## config.mk

```make
export PLATFORM = sky130hd
export DESIGN_NAME = bus_transfer_sequencer_flat
export DESIGN_NICKNAME = d
export VERILOG_FILES = /design/src/rtl/bus_transfer_sequencer_if.sv /design/src/rtl/bus_transfer_sequencer.sv /design/src/flat_wrapper.sv
export SDC_FILE = /design/constraint.sdc
export NUM_CORES = 1
export LEC_CHECK = 0
export CAP_MARGIN = 15
export CORE_ASPECT_RATIO = 0.9
export CORE_MARGIN = 2
export CORE_UTILIZATION = 42
export CTS_CLUSTER_DIAMETER = 60
export DETAILED_ROUTE_END_ITERATION = 10
export PLACE_DENSITY = 0.79
export SETUP_SLACK_MARGIN = 0.3
export SLEW_MARGIN = 20
export SYNTH_ARGS = -nofsm -noshare
export SYNTH_HDL_FRONTEND = slang
export SYNTH_SLANG_ARGS = --single-unit
export TNS_END_PERCENT = 50
```

## constraint.sdc

```tcl
create_clock -name clock -period 1.9 [get_ports clock]
set_input_delay 0.285 -clock clock [delete_from_list [all_inputs] [get_ports clock]]
set_output_delay 0.285 -clock clock [all_outputs]
set_load 0.1 [all_outputs]
```

## src/rtl/bus_transfer_sequencer_if.sv

```systemverilog
// rtl/bus_transfer_sequencer_if.sv - request and enable signals between control unit, sequencer and bus mux
interface bus_transfer_sequencer_if;
    logic        req_valid;
    logic        req_ready;
    logic [4:0]  req_src;
    logic [4:0]  req_dst;
    logic        flush;
    logic [25:0] src_out;
    logic [23:0] dst_in;
    logic        done;
    logic        err;
    logic        busy;

    modport master (
        output req_valid, req_src, req_dst, flush,
        input  req_ready, src_out, dst_in, done, err, busy
    );

    modport slave (
        input  req_valid, req_src, req_dst, flush,
        output req_ready, src_out, dst_in, done, err, busy
    );
endinterface

```

## src/rtl/bus_transfer_sequencer.sv

```systemverilog
// rtl/bus_transfer_sequencer.sv - queued register-transfer sequencer driving one-hot bus source/destination enables
module bus_transfer_sequencer #(
    parameter int SETTLE     = 1,
    parameter int FIFO_DEPTH = 2
) (
    input  logic                      clock,
    input  logic                      clear,
    bus_transfer_sequencer_if.slave   bus
);
    localparam int PW = $clog2(FIFO_DEPTH);
    localparam int CW = PW + 1;
    localparam logic [CW-1:0] FULL     = CW'(FIFO_DEPTH);
    localparam logic [3:0]    CNT_INIT = 4'(SETTLE - 1);

    localparam logic [1:0] S_IDLE  = 2'd0;
    localparam logic [1:0] S_DRIVE = 2'd1;
    localparam logic [1:0] S_LATCH = 2'd2;

    logic [1:0]    r_state;
    logic [3:0]    r_cnt;
    logic [4:0]    r_cur_src;
    logic [4:0]    r_cur_dst;
    logic          r_err;
    logic [4:0]    r_fifo_src [FIFO_DEPTH];
    logic [4:0]    r_fifo_dst [FIFO_DEPTH];
    logic [PW-1:0] r_wr_ptr;
    logic [PW-1:0] r_rd_ptr;
    logic [CW-1:0] r_count;

    logic       w_push;
    logic       w_pop;
    logic [4:0] w_head_src;
    logic [4:0] w_head_dst;
    logic       w_head_legal;

    assign bus.req_ready = (r_count != FULL);
    assign w_push        = bus.req_valid && bus.req_ready && !bus.flush;
    assign w_pop         = ((r_state == S_IDLE) || (r_state == S_LATCH)) &&
                           (r_count != '0) && !bus.flush;
    assign w_head_src    = r_fifo_src[r_rd_ptr];
    assign w_head_dst    = r_fifo_dst[r_rd_ptr];
    assign w_head_legal  = (w_head_src <= 5'd25) && (w_head_dst <= 5'd23);

    // Queue storage needs no reset: count/pointers decide what is valid.
    always_ff @(posedge clock) begin
        if (w_push) begin
            r_fifo_src[r_wr_ptr] <= bus.req_src;
            r_fifo_dst[r_wr_ptr] <= bus.req_dst;
        end
    end

    always_ff @(posedge clock or negedge clear) begin
        if (!clear) begin
            r_state   <= S_IDLE;
            r_cnt     <= 4'd0;
            r_cur_src <= 5'd0;
            r_cur_dst <= 5'd0;
            r_err     <= 1'b0;
            r_wr_ptr  <= '0;
            r_rd_ptr  <= '0;
            r_count   <= '0;
        end else begin
            r_err <= 1'b0;
            if (bus.flush) begin
                r_state  <= S_IDLE;
                r_wr_ptr <= '0;
                r_rd_ptr <= '0;
                r_count  <= '0;
            end else begin
                if (w_push) r_wr_ptr <= r_wr_ptr + PW'(1);
                if (w_pop)  r_rd_ptr <= r_rd_ptr + PW'(1);
                case ({w_push, w_pop})
                    2'b10:   r_count <= r_count + CW'(1);
                    2'b01:   r_count <= r_count - CW'(1);
                    default: r_count <= r_count;
                endcase

                case (r_state)
                    S_DRIVE: begin
                        if (r_cnt == 4'd0) r_state <= S_LATCH;
                        else               r_cnt   <= r_cnt - 4'd1;
                    end
                    S_IDLE, S_LATCH: begin
                        // A legal head starts the next transfer with no idle gap.
                        if (w_pop && w_head_legal) begin
                            r_cur_src <= w_head_src;
                            r_cur_dst <= w_head_dst;
                            r_cnt     <= CNT_INIT;
                            r_state   <= S_DRIVE;
                        end else begin
                            r_err   <= w_pop;
                            r_state <= S_IDLE;
                        end
                    end
                    default: r_state <= S_IDLE;
                endcase
            end
        end
    end

    assign bus.src_out = ((r_state == S_DRIVE) || (r_state == S_LATCH)) ? (26'd1 << r_cur_src) : 26'd0;
    assign bus.dst_in  = (r_state == S_LATCH) ? (24'd1 << r_cur_dst) : 24'd0;
    assign bus.done    = (r_state == S_LATCH);
    assign bus.err     = r_err;
    assign bus.busy    = (r_state != S_IDLE) || (r_count != '0);
endmodule

```

## src/flat_wrapper.sv

```systemverilog
// flat-port wrapper written by rule: the top's interface ports become plain ports
module bus_transfer_sequencer_flat 
#(
    parameter int SETTLE     = 1,
    parameter int FIFO_DEPTH = 2
)
  (clock, clear, bus_req_valid, bus_req_src, bus_req_dst, bus_flush, bus_req_ready, bus_src_out, bus_dst_in, bus_done, bus_err, bus_busy);
  bus_transfer_sequencer_if bus_i ();
  input  logic clock;
  input  logic clear;
  input wire logic [$bits(bus_i.req_valid)-1:0] bus_req_valid;
  input wire logic [$bits(bus_i.req_src)-1:0] bus_req_src;
  input wire logic [$bits(bus_i.req_dst)-1:0] bus_req_dst;
  input wire logic [$bits(bus_i.flush)-1:0] bus_flush;
  output wire logic [$bits(bus_i.req_ready)-1:0] bus_req_ready;
  output wire logic [$bits(bus_i.src_out)-1:0] bus_src_out;
  output wire logic [$bits(bus_i.dst_in)-1:0] bus_dst_in;
  output wire logic [$bits(bus_i.done)-1:0] bus_done;
  output wire logic [$bits(bus_i.err)-1:0] bus_err;
  output wire logic [$bits(bus_i.busy)-1:0] bus_busy;
  assign bus_i.req_valid = bus_req_valid;
  assign bus_i.req_src = bus_req_src;
  assign bus_i.req_dst = bus_req_dst;
  assign bus_i.flush = bus_flush;
  assign bus_req_ready = bus_i.req_ready;
  assign bus_src_out = bus_i.src_out;
  assign bus_dst_in = bus_i.dst_in;
  assign bus_done = bus_i.done;
  assign bus_err = bus_i.err;
  assign bus_busy = bus_i.busy;
  bus_transfer_sequencer #(.SETTLE(SETTLE), .FIFO_DEPTH(FIFO_DEPTH)) u_core (.clock(clock), .clear(clear), .bus(bus_i));
endmodule
```

* Yosys cells after proc, flatten, opt, wreduce, memory -nomap -nowiden
Memories as Yosys holds them, arrays and structs flattened.
Cells that the tools add are included.
W data, S select, Z words.
** Word-level totals
- Bits of input ports :: 14
- Flip-flop bits (word level) :: 21
- Bits in writable memories :: 20
- Output and inout port bits :: 54
- Logic and storage cells :: 69
- Memories kept :: 2
** Operators by class
- $add $sub $neg :: 5
- Shift-type cells :: 2
- Order comparisons :: 2
- Mux-type cells :: 20
- Reduce and logical (&&, ||, !) cells :: 21
- Equal/unequal tests :: 8
- Bitwise operators :: 1
** Memory list
- u_core.r_fifo_dst :: words 2, bits a word 5, read ports 1, clocked after memory_dff 0, write ports 1, RTL line bus_transfer_sequencer.sv:25 : logic [4:0] r_fifo_dst [FIFO_DEPTH];
- u_core.r_fifo_src :: words 2, bits a word 5, read ports 1, clocked after memory_dff 0, write ports 1, RTL line bus_transfer_sequencer.sv:24 : logic [4:0] r_fifo_src [FIFO_DEPTH];
** Operators by type and width (count)
- $mux W26 :: 1
- $shl A1 B5 Y26 const A :: 1
- $mux W24 :: 1
- $shl A1 B5 Y24 const A :: 1
- $le A5 B5 Y1 const B :: 2
- $mux W1 :: 10
- $reduce_bool A2 Y1 :: 5
- $mux W4 :: 2
- $pmux W2 S2 :: 2
- $pmux W4 S2 :: 1
- $logic_and A1 B1 Y1 :: 6
- $mux W2 :: 3
- $eq A2 B1 Y1 const B :: 2
- $eq A2 B2 Y1 const B :: 2
- $logic_not A4 Y1 :: 1
- $ne A2 B2 Y1 const B :: 2
- $reduce_and A4 Y1 :: 1
- $sub A4 B1 Y4 const B :: 1
- $logic_or A1 B1 Y1 :: 3
- $ne A3 B2 Y1 const B :: 1
- $reduce_and A3 Y1 :: 1
- $reduce_bool A3 Y1 :: 1
- $add A1 B1 Y1 const B :: 2
- $add A2 B1 Y2 const B :: 1
- 6 further kinds :: 6

* Logic depth before layout (Yosys ltp)
- Depth after elaboration :: 8
- Gate-level depth with buffers :: 7
- Gate-level depth less buffers :: 6

* Worst setup path before layout
OpenSTA, ideal clock, no wires.
- Path type :: register -> output
- From :: register u_core.r_state[0]
- To :: output port bus_src_out[4]
- Data required time :: 1.615 ns
- Stages on the path, launching flop included :: 7
- Arrival time :: 3.458 ns
- Setup slack :: -1.843 ns
- Buffers on the path :: 0
- Cell sequence :: dfrtp_1 > inv_1 > ha_1 > or3b_2 > inv_1 > nand2_1 > nor3_1
** On the way
- Longest elaborated chain between the ends :: 3
- Elaborated cells on any way between the ends :: 4
- Classes of those cells :: 2 x eq/ne; 1 x mux; 1 x reduce/logical
** RTL lines
- start: declaration :: RTL line bus_transfer_sequencer.sv:19 : logic [1:0] r_state;
- start signal: assignment :: RTL line bus_transfer_sequencer.sv:54 : r_state <= S_IDLE;
- start signal: assignment :: RTL line bus_transfer_sequencer.sv:65 : r_state <= S_IDLE;
- start signal: assignment :: RTL line bus_transfer_sequencer.sv:80 : if (r_cnt == 4'd0) r_state <= S_LATCH;
- $eq A2 B1 Y1 or $eq A2 B2 Y1 (tied branches) :: RTL line bus_transfer_sequencer.sv:101 : assign bus.src_out = ((r_state == S_DRIVE) || (r_state == S_LATCH)) ? (26'd1 << r_cur_src) : 26'd0;
- $logic_or A1 B1 Y1 * :: RTL line bus_transfer_sequencer.sv:101
- $mux W26 * :: RTL line bus_transfer_sequencer.sv:101
- end: declaration :: RTL line flat_wrapper.sv:16 : output wire logic [$bits(bus_i.src_out)-1:0] bus_src_out;
Mark *: on every way between the ends. The rest lies on a longest branch, timed or not.

* Worst setup path after layout
Same ends and word-level chain as after synthesis.

==> impl_metrics.json <==
{
  "grt_pass1_vias": 2383,
  "die_y_um": 72.70,
  "worst_pin_slew_ps": 672.4,
  "multi_input_area_um2": 1623,
  "postSynth.asyncResetShare": 0.5122,
  "fillers": 165,
  "fin_util": 0.9182,
  "status": "finished, violations left",
  "arrival_ps": 2020,
  "ys_warn_count": 0,
  "grt_overflow_total": 0,
  "clk_latency_ps": 310,
  "drtPass1Iterations": 4,
  "maxCapViolations": 0,
  "path_delay_family": "simple AND/OR/NAND/NOR gates",
  "ys_top_cells_by_area": "edfxtp_1 27%, dfrtp_1 24%, nor2_1 8.5%",
  "pwr-share-seq": 0.394,
  "relSlewSlack": 0.5517,
  "clk_pin_slew_ps": 90,
  "layout_min_cycle_time_ps": 2301,
  "synth_flop_cell": "dfrtp_1",
  "synth_seq_cells": 41,
  "cts_sinks": 41,
  "synth_commonest_cells": "50 x nor2_1, 21 x dfrtp_1, 20 x edfxtp_1, 15 x nor3_1, 14 x mux2_2",
  "core_area_um2": 4955,
  "synth_edf_count": 20,
  "synth_area_um2": 2202,
  "io_pins": 68,
  "crit_type": "register to output port",
  "antenna_found_initial": 0,
  "critPathLaunchType": "register",
  "hold_violations": 0,
  "cts_tree": "yes",
  "stdcell_count": 384,
  "area_delta_synth_final_pct": 106.6,
  "period_share": 1.211,
  "nNetsFinal": 337,
  "cpMostUsedCell": "inv_2",
  "cts-root-buf": "clkbuf_8",
  "yosysTopAreaCell": "edfxtp_1",
  "grt.total_usage": 0.3182,
  "grt_max_degree": 22,
  "die_area_um2": 5839,
  "max_freq_mhz": 434.6,
  "pwr-share-comb": 0.379,
  "routed_wl_mm": 9.024,
  "via_per_inst": 5.849,
  "peakVddDrop_v": 0.0007585,
  "syn_avg_cell_area_um2": 10.39,
  "cp_slowest_cell": "dfrtp_1",
  "syn-num-nets": 231,
  "rows": 24,
  "cp-end-kind": "output port",
  "dr_total_vias": 2246,
  "crit_buf_inv": 3,
  "clkPwrFrac": 0.227,
  "drive_above_1_share": 0.6426,
  "p_per_area_nw_per_um2": 725.9,
  "postRouteAntennaNets": 0,
  "yosysMostFrequentCell": "nor2_1",
  "fin_area_um2": 4549,
  "ctsHoldBuffers": 0,
  "synth_top_area_frac": 0.2727,
  "violations": "negative setup slack",
  "initial_core_util": 0.4444,
  "drc_errors": 0,
  "clk_path_buf_depth": 2,
  "cts_max_level": 2,
  "post_drt_wl_per_cell_um": 23.50,
  "power_mw": 3.302,
  "path_cells": "inv_2 > ha_4 > or3b_4 > inv_2 > nand2_4 > nor3_4 > buf_12",
  "required_ps": 1620,
  "drv_slew": 0,
  "switching_share": 0.4223,
  "p_int_mw": 1.908,
  "die_w_um": 80.33,
  "gp_congestion": 0.8483,
  "drtIter0Drc": 164,
  "clock_skew_ps": 21.81,
  "dp_cells": 361,
  "cpPeakStageDelay_ps": 380,
  "num_antenna_cells": 0,
  "rsz0062_at_grt": "true",
  "grt_pass1_wl_mm": 13.55,
  "setup_viol": 68,
  "power_switching_mw": 1.394,
  "dp.final_hpwl_mm": 5.125,
  "yosysSeqAreaShare": 0.5114,
  "dpl_cell_area_um2": 4125,
  "p_leak_nw": 1.690,
  "yosys.cell_types.count": 36,
  "cts_made_buffers": 5,
  "portBuffers": 67,
  "worst_hold_path_type": "input pin to asynchronous set/reset pin",
  "worst_slack_ps": -401.1,
  "synth_cells": 212,
  "ff_latch_area_um2": 1126,
  "path_max_fanout": 3
}
==> placed cells by master, fill, tap and decap left out, types with 2 or more instances in the layout <==
cell type / n
inv_1: 3
nand3b_1: 6
ha_1: 3
or3_1: 2
nand2b_1: 3
clkbuf_16: 2
inv_2: 3
a21oi_2: 2
clkdlybuf4s50_1: 13
nand4b_1: 3
edfxtp_1: 20
nand2_8: 2
nor2_4: 38
buf_12: 55
nand3_4: 3
a31oi_1: 2
buf_6: 11
nor2b_4: 2
nor2_1: 11
nand2_1: 7
nor3_4: 15
nand2b_2: 2
clkbuf_8: 5
or2_2: 2
buf_4: 29
ha_4: 2
mux2_2: 11
nor2_2: 2
dfrtp_1: 21
mux2_4: 7
o31ai_1: 2
or3_4: 2
o21ai_0: 5
mux2i_1: 5
==> per-layer routing <==
layer / part of all wire / vias to the layer above / GRT usage
li1: - / 966 / -
met5: 0 / - / 0
met2: 0.54 / 142 / 0.5731
met4: 0.044 / 0 / 0.1582
met1: 0.34 / 1105 / 0.3650
met3: 0.071 / 33 / 0.05446
==> stage by stage <==
stage / hold WS, ps / setup WS [ps] / TNS [ps]
6_report: 346.7 / -401.1 / -17730
5_1_grt: 394.8 / -464.2 / -21950
4_1_cts: 343.0 / -364.4 / -9913
3_5_place_dp: 517.4 / -41.95 / -265.3
3_3_place_gp: 506.0 / -31.71 / -158.9
2_1_floorplan: -10.59 / -557.9 / -22440
==> area by class of cell <==
class                           instances  share of cell area
Timing Repair Buffer                  108              0.3457
Sequential cell                        41              0.2475
Tap cell                               65             0.01788
Inverter                                6            0.004950
Multi-Input combinational cell        156              0.3567
Clock inverter                          1            0.001100
Clock buffer                            7             0.02613
==> kinds of logic after synthesis <==
group                    Yosys count  synth area share
multiplexers                      23            0.1216
AO/OA/AOI/OAI                     17           0.05227
AND/OR/NAND/NOR                  110            0.2511
flip-flops                        41            0.5114
buffers and inverters             15           0.03125
XOR/XNOR                           1          0.003978
adder cells (fa/ha/maj)            5           0.02841
==> path summary, 6_finish.rpt <==
path | startpoint | to | cells past startpoint | slack [ps]
setup / recovery | u_core.r_state[0] | bus_src_out[4] | 7 | -400
min in group clock | bus_req_dst[2] | u_core.r_fifo_dst[0][2] | 1 | 560
max in group asynchronous | clear | u_core.r_rd_ptr | 2 | 1300
hold reg to reg | u_core.r_fifo_src[1][0] | u_core.r_cur_src[0] | 2 | 600
setup reg to reg | u_core.r_state[0] | u_core.r_cur_dst[0] | 10 | -250
hold / removal | clear | u_core.r_cnt[0] | 2 | 350
==> flip-flops by register name (all words and copies together) (netlist names), 2 cells and up <==
signal and cells:
u_core.r_cnt 4, u_core.r_count 2, u_core.r_cur_dst 5, u_core.r_cur_src 5, u_core.r_fifo_dst 10, u_core.r_fifo_src 10, u_core.r_state 2
==> power groups by stage <==
stage	Sequential, mW	Clock, mW	Combinational, mW
after floorplan	1.19	0	0.830
after global placement	1.24	0	1.05
after detailed placement	1.26	0	1.09
after CTS	1.26	0.735	1.20
after global routing	1.31	0.782	1.30
final	1.30	0.749	1.25
==> what timing repair did <==
item / in CTS / in global routing
setup buffers: 11 / 4
endpoints found under the setup margin: 85 / 91
pin swaps: 14 / 11
gates resized for setup: 31 / 8
No activity file was read; power rests on OpenSTA's default activity.
